### src/rtl/jtdd_gfx_arb_pkg.sv
// Shared types for the graphics ROM arbiter: FSM states, slot indices,
// SDRAM address width and the round-robin helpers.
package jtdd_gfx_arb_pkg;

    localparam int unsigned SDRAM_AW = 22;

    typedef enum logic [1:0] {
        IDLE      = 2'd0,
        WAIT_ACK  = 2'd1,
        WAIT_DATA = 2'd2
    } state_t;

    typedef enum logic [1:0] {
        SLOT_CHAR = 2'd0,
        SLOT_SCR  = 2'd1,
        SLOT_OBJ  = 2'd2
    } slot_t;

    // Successor in the char -> scr -> obj -> char rotation
    function automatic slot_t slot_next(input slot_t s);
        slot_t n;
        case (s)
            SLOT_CHAR: n = SLOT_SCR;
            SLOT_SCR:  n = SLOT_OBJ;
            default:   n = SLOT_CHAR;
        endcase
        return n;
    endfunction

    // First missing slot found when scanning the rotation from 'start'
    function automatic slot_t rr_pick(input logic [2:0] miss, input slot_t start);
        slot_t s;
        slot_t pick;
        logic  found;
        s     = start;
        pick  = start;
        found = 1'b0;
        for (int unsigned i = 0; i < 3; i++) begin
            if (!found && miss[s]) begin
                pick  = s;
                found = 1'b1;
            end
            s = slot_next(s);
        end
        return pick;
    endfunction

endpackage

### src/rtl/jtdd_gfx_arb_slot.sv
// One-entry read cache for a single graphics ROM requester.
// Hit when the cached word address matches the requester's current address.
module jtdd_gfx_slot
    import jtdd_gfx_arb_pkg::*;
#(
    parameter int unsigned AW = 16
) (
    input  logic          clk,
    input  logic          rst,
    input  logic [AW-1:0] i_addr,
    input  logic          i_fill,
    input  logic [AW-1:0] i_fill_addr,
    input  logic [15:0]   i_fill_data,
    output logic          o_ok,
    output logic [15:0]   o_data
);

    logic [AW-1:0] r_addr;
    logic [15:0]   r_data;
    logic          r_valid;

    // Capture the fetched word together with the address it was issued for
    always_ff @(posedge clk) begin
        if (rst) begin
            r_addr  <= '0;
            r_data  <= '0;
            r_valid <= 1'b0;
        end else if (i_fill) begin
            r_addr  <= i_fill_addr;
            r_data  <= i_fill_data;
            r_valid <= 1'b1;
        end
    end

    // Hit check against the live address, so a stale fill never reports ok
    always_comb begin
        o_ok   = r_valid && (r_addr == i_addr);
        o_data = r_data;
    end

endmodule

### src/rtl/jtdd_gfx_arb.sv
// Graphics ROM arbiter: char, scroll and object requesters share one SDRAM
// read port, each backed by a one-entry cache.
// Build option: JTDD_GFXARB_FIXPRIO_EN selects fixed priority obj > scr > char
// instead of round robin.
module jtdd_gfx_arb
    import jtdd_gfx_arb_pkg::*;
#(
    parameter logic [SDRAM_AW-1:0] CHAR_OFFSET = 22'h00000,
    parameter logic [SDRAM_AW-1:0] SCR_OFFSET  = 22'h08000,
    parameter logic [SDRAM_AW-1:0] OBJ_OFFSET  = 22'h20000
) (
    input  logic                clk,
    input  logic                rst,
    input  logic [15:0]         char_addr,
    output logic [7:0]          char_data,
    output logic                char_ok,
    input  logic [16:0]         scr_addr,
    output logic [15:0]         scr_data,
    output logic                scr_ok,
    input  logic [18:0]         obj_addr,
    output logic [15:0]         obj_data,
    output logic                obj_ok,
    output logic [SDRAM_AW-1:0] sdram_addr,
    output logic                sdram_req,
    input  logic                sdram_ack,
    input  logic                sdram_dok,
    input  logic [15:0]         sdram_data
);

    state_t              r_state;
    slot_t               r_sel;
    logic                r_req;
    logic [SDRAM_AW-1:0] r_addr;
    logic [18:0]         r_fill_addr;
`ifndef JTDD_GFXARB_FIXPRIO_EN
    slot_t               r_rr;
`endif

    logic [14:0]         w_char_waddr;
    logic [15:0]         w_char_word;
    logic [2:0]          w_miss;
    logic                w_fill;
    slot_t               w_sel;
    logic [SDRAM_AW-1:0] w_req_addr;
    logic [18:0]         w_raw_addr;

    assign w_char_waddr = char_addr[15:1];

    // Ack and dok together in WAIT_ACK complete the transfer in one cycle
    assign w_fill = ((r_state == WAIT_DATA) && sdram_dok) ||
                    ((r_state == WAIT_ACK) && sdram_ack && sdram_dok);

    jtdd_gfx_slot #(.AW(15)) u_char (
        .clk         (clk),
        .rst         (rst),
        .i_addr      (w_char_waddr),
        .i_fill      (w_fill && (r_sel == SLOT_CHAR)),
        .i_fill_addr (r_fill_addr[14:0]),
        .i_fill_data (sdram_data),
        .o_ok        (char_ok),
        .o_data      (w_char_word)
    );

    jtdd_gfx_slot #(.AW(17)) u_scr (
        .clk         (clk),
        .rst         (rst),
        .i_addr      (scr_addr),
        .i_fill      (w_fill && (r_sel == SLOT_SCR)),
        .i_fill_addr (r_fill_addr[16:0]),
        .i_fill_data (sdram_data),
        .o_ok        (scr_ok),
        .o_data      (scr_data)
    );

    jtdd_gfx_slot #(.AW(19)) u_obj (
        .clk         (clk),
        .rst         (rst),
        .i_addr      (obj_addr),
        .i_fill      (w_fill && (r_sel == SLOT_OBJ)),
        .i_fill_addr (r_fill_addr),
        .i_fill_data (sdram_data),
        .o_ok        (obj_ok),
        .o_data      (obj_data)
    );

    // Byte lane picked by the live low address bit
    assign char_data  = char_addr[0] ? w_char_word[15:8] : w_char_word[7:0];
    assign w_miss     = {~obj_ok, ~scr_ok, ~char_ok};
    assign sdram_req  = r_req;
    assign sdram_addr = r_addr;

    // Choose which missing slot to serve next
    always_comb begin
`ifdef JTDD_GFXARB_FIXPRIO_EN
        if (w_miss[SLOT_OBJ])      w_sel = SLOT_OBJ;
        else if (w_miss[SLOT_SCR]) w_sel = SLOT_SCR;
        else                       w_sel = SLOT_CHAR;
`else
        w_sel = rr_pick(w_miss, r_rr);
`endif
    end

    // Unoffset word address and offset SDRAM address of the selected slot
    always_comb begin
        w_raw_addr = '0;
        w_req_addr = '0;
        case (w_sel)
            SLOT_CHAR: begin
                w_raw_addr = {4'd0, w_char_waddr};
                w_req_addr = CHAR_OFFSET + {7'd0, w_char_waddr};
            end
            SLOT_SCR: begin
                w_raw_addr = {2'd0, scr_addr};
                w_req_addr = SCR_OFFSET + {5'd0, scr_addr};
            end
            default: begin
                w_raw_addr = obj_addr;
                w_req_addr = OBJ_OFFSET + {3'd0, obj_addr};
            end
        endcase
    end

    // Request FSM: issue on a miss, hold until ack, return on data
    always_ff @(posedge clk) begin
        if (rst) begin
            r_state     <= IDLE;
            r_sel       <= SLOT_CHAR;
            r_req       <= 1'b0;
            r_addr      <= '0;
            r_fill_addr <= '0;
`ifndef JTDD_GFXARB_FIXPRIO_EN
            r_rr        <= SLOT_CHAR;
`endif
        end else begin
            case (r_state)
                IDLE: begin
                    if (|w_miss) begin
                        r_sel       <= w_sel;
                        r_addr      <= w_req_addr;
                        r_fill_addr <= w_raw_addr;
                        r_req       <= 1'b1;
                        r_state     <= WAIT_ACK;
`ifndef JTDD_GFXARB_FIXPRIO_EN
                        r_rr        <= slot_next(w_sel);
`endif
                    end
                end
                WAIT_ACK: begin
                    if (sdram_ack) begin
                        r_req   <= 1'b0;
                        r_state <= sdram_dok ? IDLE : WAIT_DATA;
                    end
                end
                WAIT_DATA: begin
                    if (sdram_dok) r_state <= IDLE;
                end
                default: begin
                    r_req   <= 1'b0;
                    r_state <= IDLE;
                end
            endcase
        end
    end

endmodule

### config.mk
export PLATFORM = sky130hd
export DESIGN_NAME = jtdd_gfx_arb
export DESIGN_NICKNAME = d
export VERILOG_FILES = /design/src/rtl/jtdd_gfx_arb_pkg.sv /design/src/rtl/jtdd_gfx_arb_slot.sv /design/src/rtl/jtdd_gfx_arb.sv
export SDC_FILE = /design/constraint.sdc
export NUM_CORES = 1
export LEC_CHECK = 0
export BUFFER_PORTS_ARGS = -buffer_cell sky130_fd_sc_hd__buf_2
export CAP_MARGIN = 10
export CELL_PAD_IN_SITES_DETAIL_PLACEMENT = 1
export CELL_PAD_IN_SITES_GLOBAL_PLACEMENT = 1
export CORE_ASPECT_RATIO = 1.25
export CORE_UTILIZATION = 43
export CTS_CLUSTER_SIZE = 25
export DETAILED_ROUTE_END_ITERATION = 16
export PLACE_DENSITY = 0.83
export SETUP_SLACK_MARGIN = 0.15
export SLEW_MARGIN = 20
export SYNTH_ARGS = -nofsm -noshare
export SYNTH_HDL_FRONTEND = slang
export SYNTH_SLANG_ARGS = --single-unit
### constraint.sdc
create_clock -name clk -period 7.1 [get_ports clk]
set_input_delay 0 -clock clk [delete_from_list [all_inputs] [get_ports clk]]
set_output_delay 0 -clock clk [all_outputs]
set_load 0.1 [all_outputs]
==> results.md <==
* Status: finished, final reports clean
* Comb pwr share at between 10% and 20%
* Post-Syn Area at roughly 0.0063 mm²
* Final Hold Fails at 0
* Switching Fraction at 30.9%
* Max_cap viols at 0
* Peak VDD IR at approximately 0.16 mV
* CTS tree: done
* Clk slew on worst S/H paths at roughly 0.060 ns
* Leak Pwr at ~3.2 nW
* Post-synthesis simple-gate area fraction at 24.1%
* WS Path Type: flop to flop
* Synth Area in Adders at less than 1%
* Via count at 6,640
* Post-synth top flop: dfxtp_1
* Max transition margin at a little under a third
* Starting density of the core at a little over two fifths
* Fin Setup TNS at 0 ns
* DR iter-0 viols at 382
* Tcrit/Tclk final at roughly 50%
* Final Critical Period at 3.56 ns
* Worst EP required at about 7.5 ns
* Tot GR Track Use at between 30% and 40%
* Synth area leader: dfxtp_1
* DR WL/cell at approximately 22 µm
* Register area share after synthesis at approximately 42%
* # rows at approximately 50
* Multi-input gate area in the final layout at 0.00326 mm²
* Hold Path Cell Cnt at 4
* CP arrival at 3.92 ns
* Worst-case clock buffer depth at 2
* Synthesis warning total at 0
* Commonest cells after routing, fill and taps aside: nand2_1 (216), buf_2 (134), dfxtp_1 (133)
* Vias in the first global route at between 7k and 8k
* Die ar. at ~0.015 mm²
* Port Buffer Count at ~140
* Clock power share at approximately 44%
* RSZ-0062 raised after global routing: false
* Area share of the largest cell type after synthesis at between 40% and 50%
* Area added between synthesis and finish at 27.4%
* Highest Clock Rate at 0.281 GHz
* Wirelength, routed at between 20,000 and 25,000 µm
* Sw Pwr at 0.000682 W
* Dpl hpwl at ~16,000 µm
* # fillers at ~1.7k
* Worst Hold Class: input pin to flop
* Clk_lat worst skew at ~0.43 ns
* CP Launch Type: flop
* FF-to-FF End: r_fill_addr[11]
* Die Width at 110 µm
* # diodes at 0
* Largest net degree at the start of global routing at between 80 and 90
* Remaining DRCs at 0
* Post-synthesis compound-gate area fraction at 18.2%
* EDFF count, synth at 0
* Worst hold endpoint: r_fill_addr[4]
* Slowest cell on crit path: or4_4
* GRT Residual Overflow at 0
* XOR/XNOR Fraction of Synth Area at around 7.1%
* CP cell instances: xnor2_1 > nand4_1 > or4_4 > inv_2 > nand2_1 > a21oi_1 > o21ai_2 > o221ai_1 > dlygate4sd3_1
* Critical path fanouts, max at 15
* CTS Root Cell: clkbuf_16
* Die height at 138 µm
* Critical Path End Type: flop
* Area of the core at 0.0144 mm²
* Drt pass-1 iters at 7
* Largest family of logic cells by synthesized area: simple AND/OR/NAND/NOR gates
* Share of layout cells above drive strength 1 at between 20% and 30%
* Register area at around 0.0027 mm²
* Post-CTS Setup Inserts at 0
* Mux share of post-synthesis cell area at about 1.4%
* Clock sinks at 133
* Initial antenna violation count at 0
* Power share of the sequential group at between 30% and 40%
* Hold_sp: char_addr[5]
* Post-synthesis cell type count at 50
* Final setup viols at 0
* First-pass GRT wire length at 38,000 µm
* Slew @ Worst Pin at slightly above 1 ns
* Routability cong. at between 0.8 and 0.9
* Avg Inst Size Synth at slightly below 8 µm²
* Final slew viol count at 0
* Cells after Synth at 809
* Cells on worst reg2reg path at 9
* FF+latch count, synth at around 130
* Post-route insts no fill at between 1k and 1.5k
* Total CTS buffers at 17
* Most common cell after layout, fill and taps aside: nand2_1
* Nets at slightly above 1k
* DR vias/cell at around 6
* Reg2reg start: u_char.r_addr[6]
* Area contributors post-synth: dfxtp_1 (42%), nand2_1 (13%), a21oi_1 (8.7%), xnor2_1 (5.4%), nand4_1 (3.3%)
* # placed instances at around 1.1k
* Slowest stage delay, CP at approximately 0.62 ns
* PD cells at between 200 and 300 mW/mm²
* Asr flop ratio synth at 0%
* IO Pins at between 100 and 150
* Final hold slack at between 0.04 and 0.05 ns
* Worst R2R Setup Slack at roughly 3.5 ns
* Worst Skew at 0.00843 ns
* Post-route antenna net violation count at 0
* H-tree depth at 4
* Internal at 0.00153 W
==> logic make-up after synthesis <==
| group | Yosys count |
|---|---|
| AOI/OAI and AO/OA | 190 |
| xor gates and xnor gates | 51 |
| adders and majority gates | 2 |
| buffers and inverters | 88 |
| DFF | 133 |
| muxes | 8 |
| other | 1 |
| and+or+nand+nor | 336 |
==> synth_stat cells (5+ instances only) <==
master / count
xor2_1: 12
a21o_1: 11
o21ai_0: 7
nor3_1: 5
a31oi_1: 8
a21oi_1: 110
nor2b_1: 12
buf_4: 20
nand2_1: 216
xnor2_1: 39
a21boi_1: 13
nand4_1: 33
mux2_2: 8
nor4_1: 7
clkbuf_1: 42
and3_1: 12
o311ai_1: 11
nor2_1: 19
or2_2: 5
nand3_1: 11
inv_1: 18
o211ai_1: 15
dfxtp_1: 133
==> worst max path at each step <==
stage                          start         endpoint  slack [ns]  depth (start not counted)
floorplan            u_scr.r_addr[5]  r_fill_addr[14]        3.50                          8
global placement    u_char.r_addr[6]  r_fill_addr[13]        4.20                          8
detailed placement   u_scr.r_addr[1]   r_fill_addr[7]        4.12                          7
CTS                 u_scr.r_addr[16]  r_fill_addr[13]        3.44                          8
global route        u_scr.r_addr[16]  r_fill_addr[15]        3.45                          8
finish              u_char.r_addr[6]  r_fill_addr[11]        3.54                          9
==> per-layer routing <==
layer  up-vias  track usage, %  routed length, µm
met4         0            16.3                998
met2       277            60.2              12800
met1      3252            33.9               9290
li1       3036               -                  -
met5         -               0                  0
met3        75            7.74               1520
==> flip-flops by register name, indices dropped and copies added, names as in the netlist, 2 cells and up <==
register and cells:
r_fill_addr 19, u_obj.r_addr 19, u_scr.r_addr 17, u_char.o_data 16, u_obj.o_data 16, u_scr.o_data 16
u_char.r_addr 15, sdram_addr 5, r_rr 2, r_sel 2, r_state 2
==> power by group through the flow <==
stage                     Clock [W]  Sequential (W)  Combinational [W]
after floorplan                   0        0.000839           0.000276
after global placement            0        0.000835           0.000365
after detailed placement          0        0.000835           0.000368
after CTS                  0.000986        0.000819           0.000395
after global routing        0.00102        0.000824           0.000422
final                      0.000980        0.000822           0.000405
==> repair_timing <==
item,4_1_cts,5_1_grt
resized for setup,0,0
hold buffers,45,0
hold endpoints to repair,73,0
==> through the flow <==
stage	worst slack, ns	power, W	util [%]	instance area, µm²
3_3_place_gp	4.20	0.00120	48.2	6950
2_1_floorplan	3.50	0.00112	-	6330
6_report	3.54	0.00221	55.9	8060
4_1_cts	3.44	0.00220	55.9	8050
3_5_place_dp	4.12	0.00120	48.2	6950
5_1_grt	3.45	0.00226	55.9	8060
==> critical path: cells and delay by family, from the launching register on <==
kind	cells	cell delay [ns]
compound gates	3	1.32
simple gates	3	0.84
buf+inv	2	0.73
flops	1	0.31
xor+xnor	1	0.28
==> area by class of cell <==
cell class / instances / share of cell area, %
clock buffer: 25 / 6.40
clock inverter: 7 / 1.74
inverter: 19 / 0.885
multi-input combinational: 589 / 40.4
sequential: 133 / 33.0
tap: 178 / 2.76
timing repair buffer: 188 / 14.7
No activity file was read; power rests on OpenSTA's default activity.
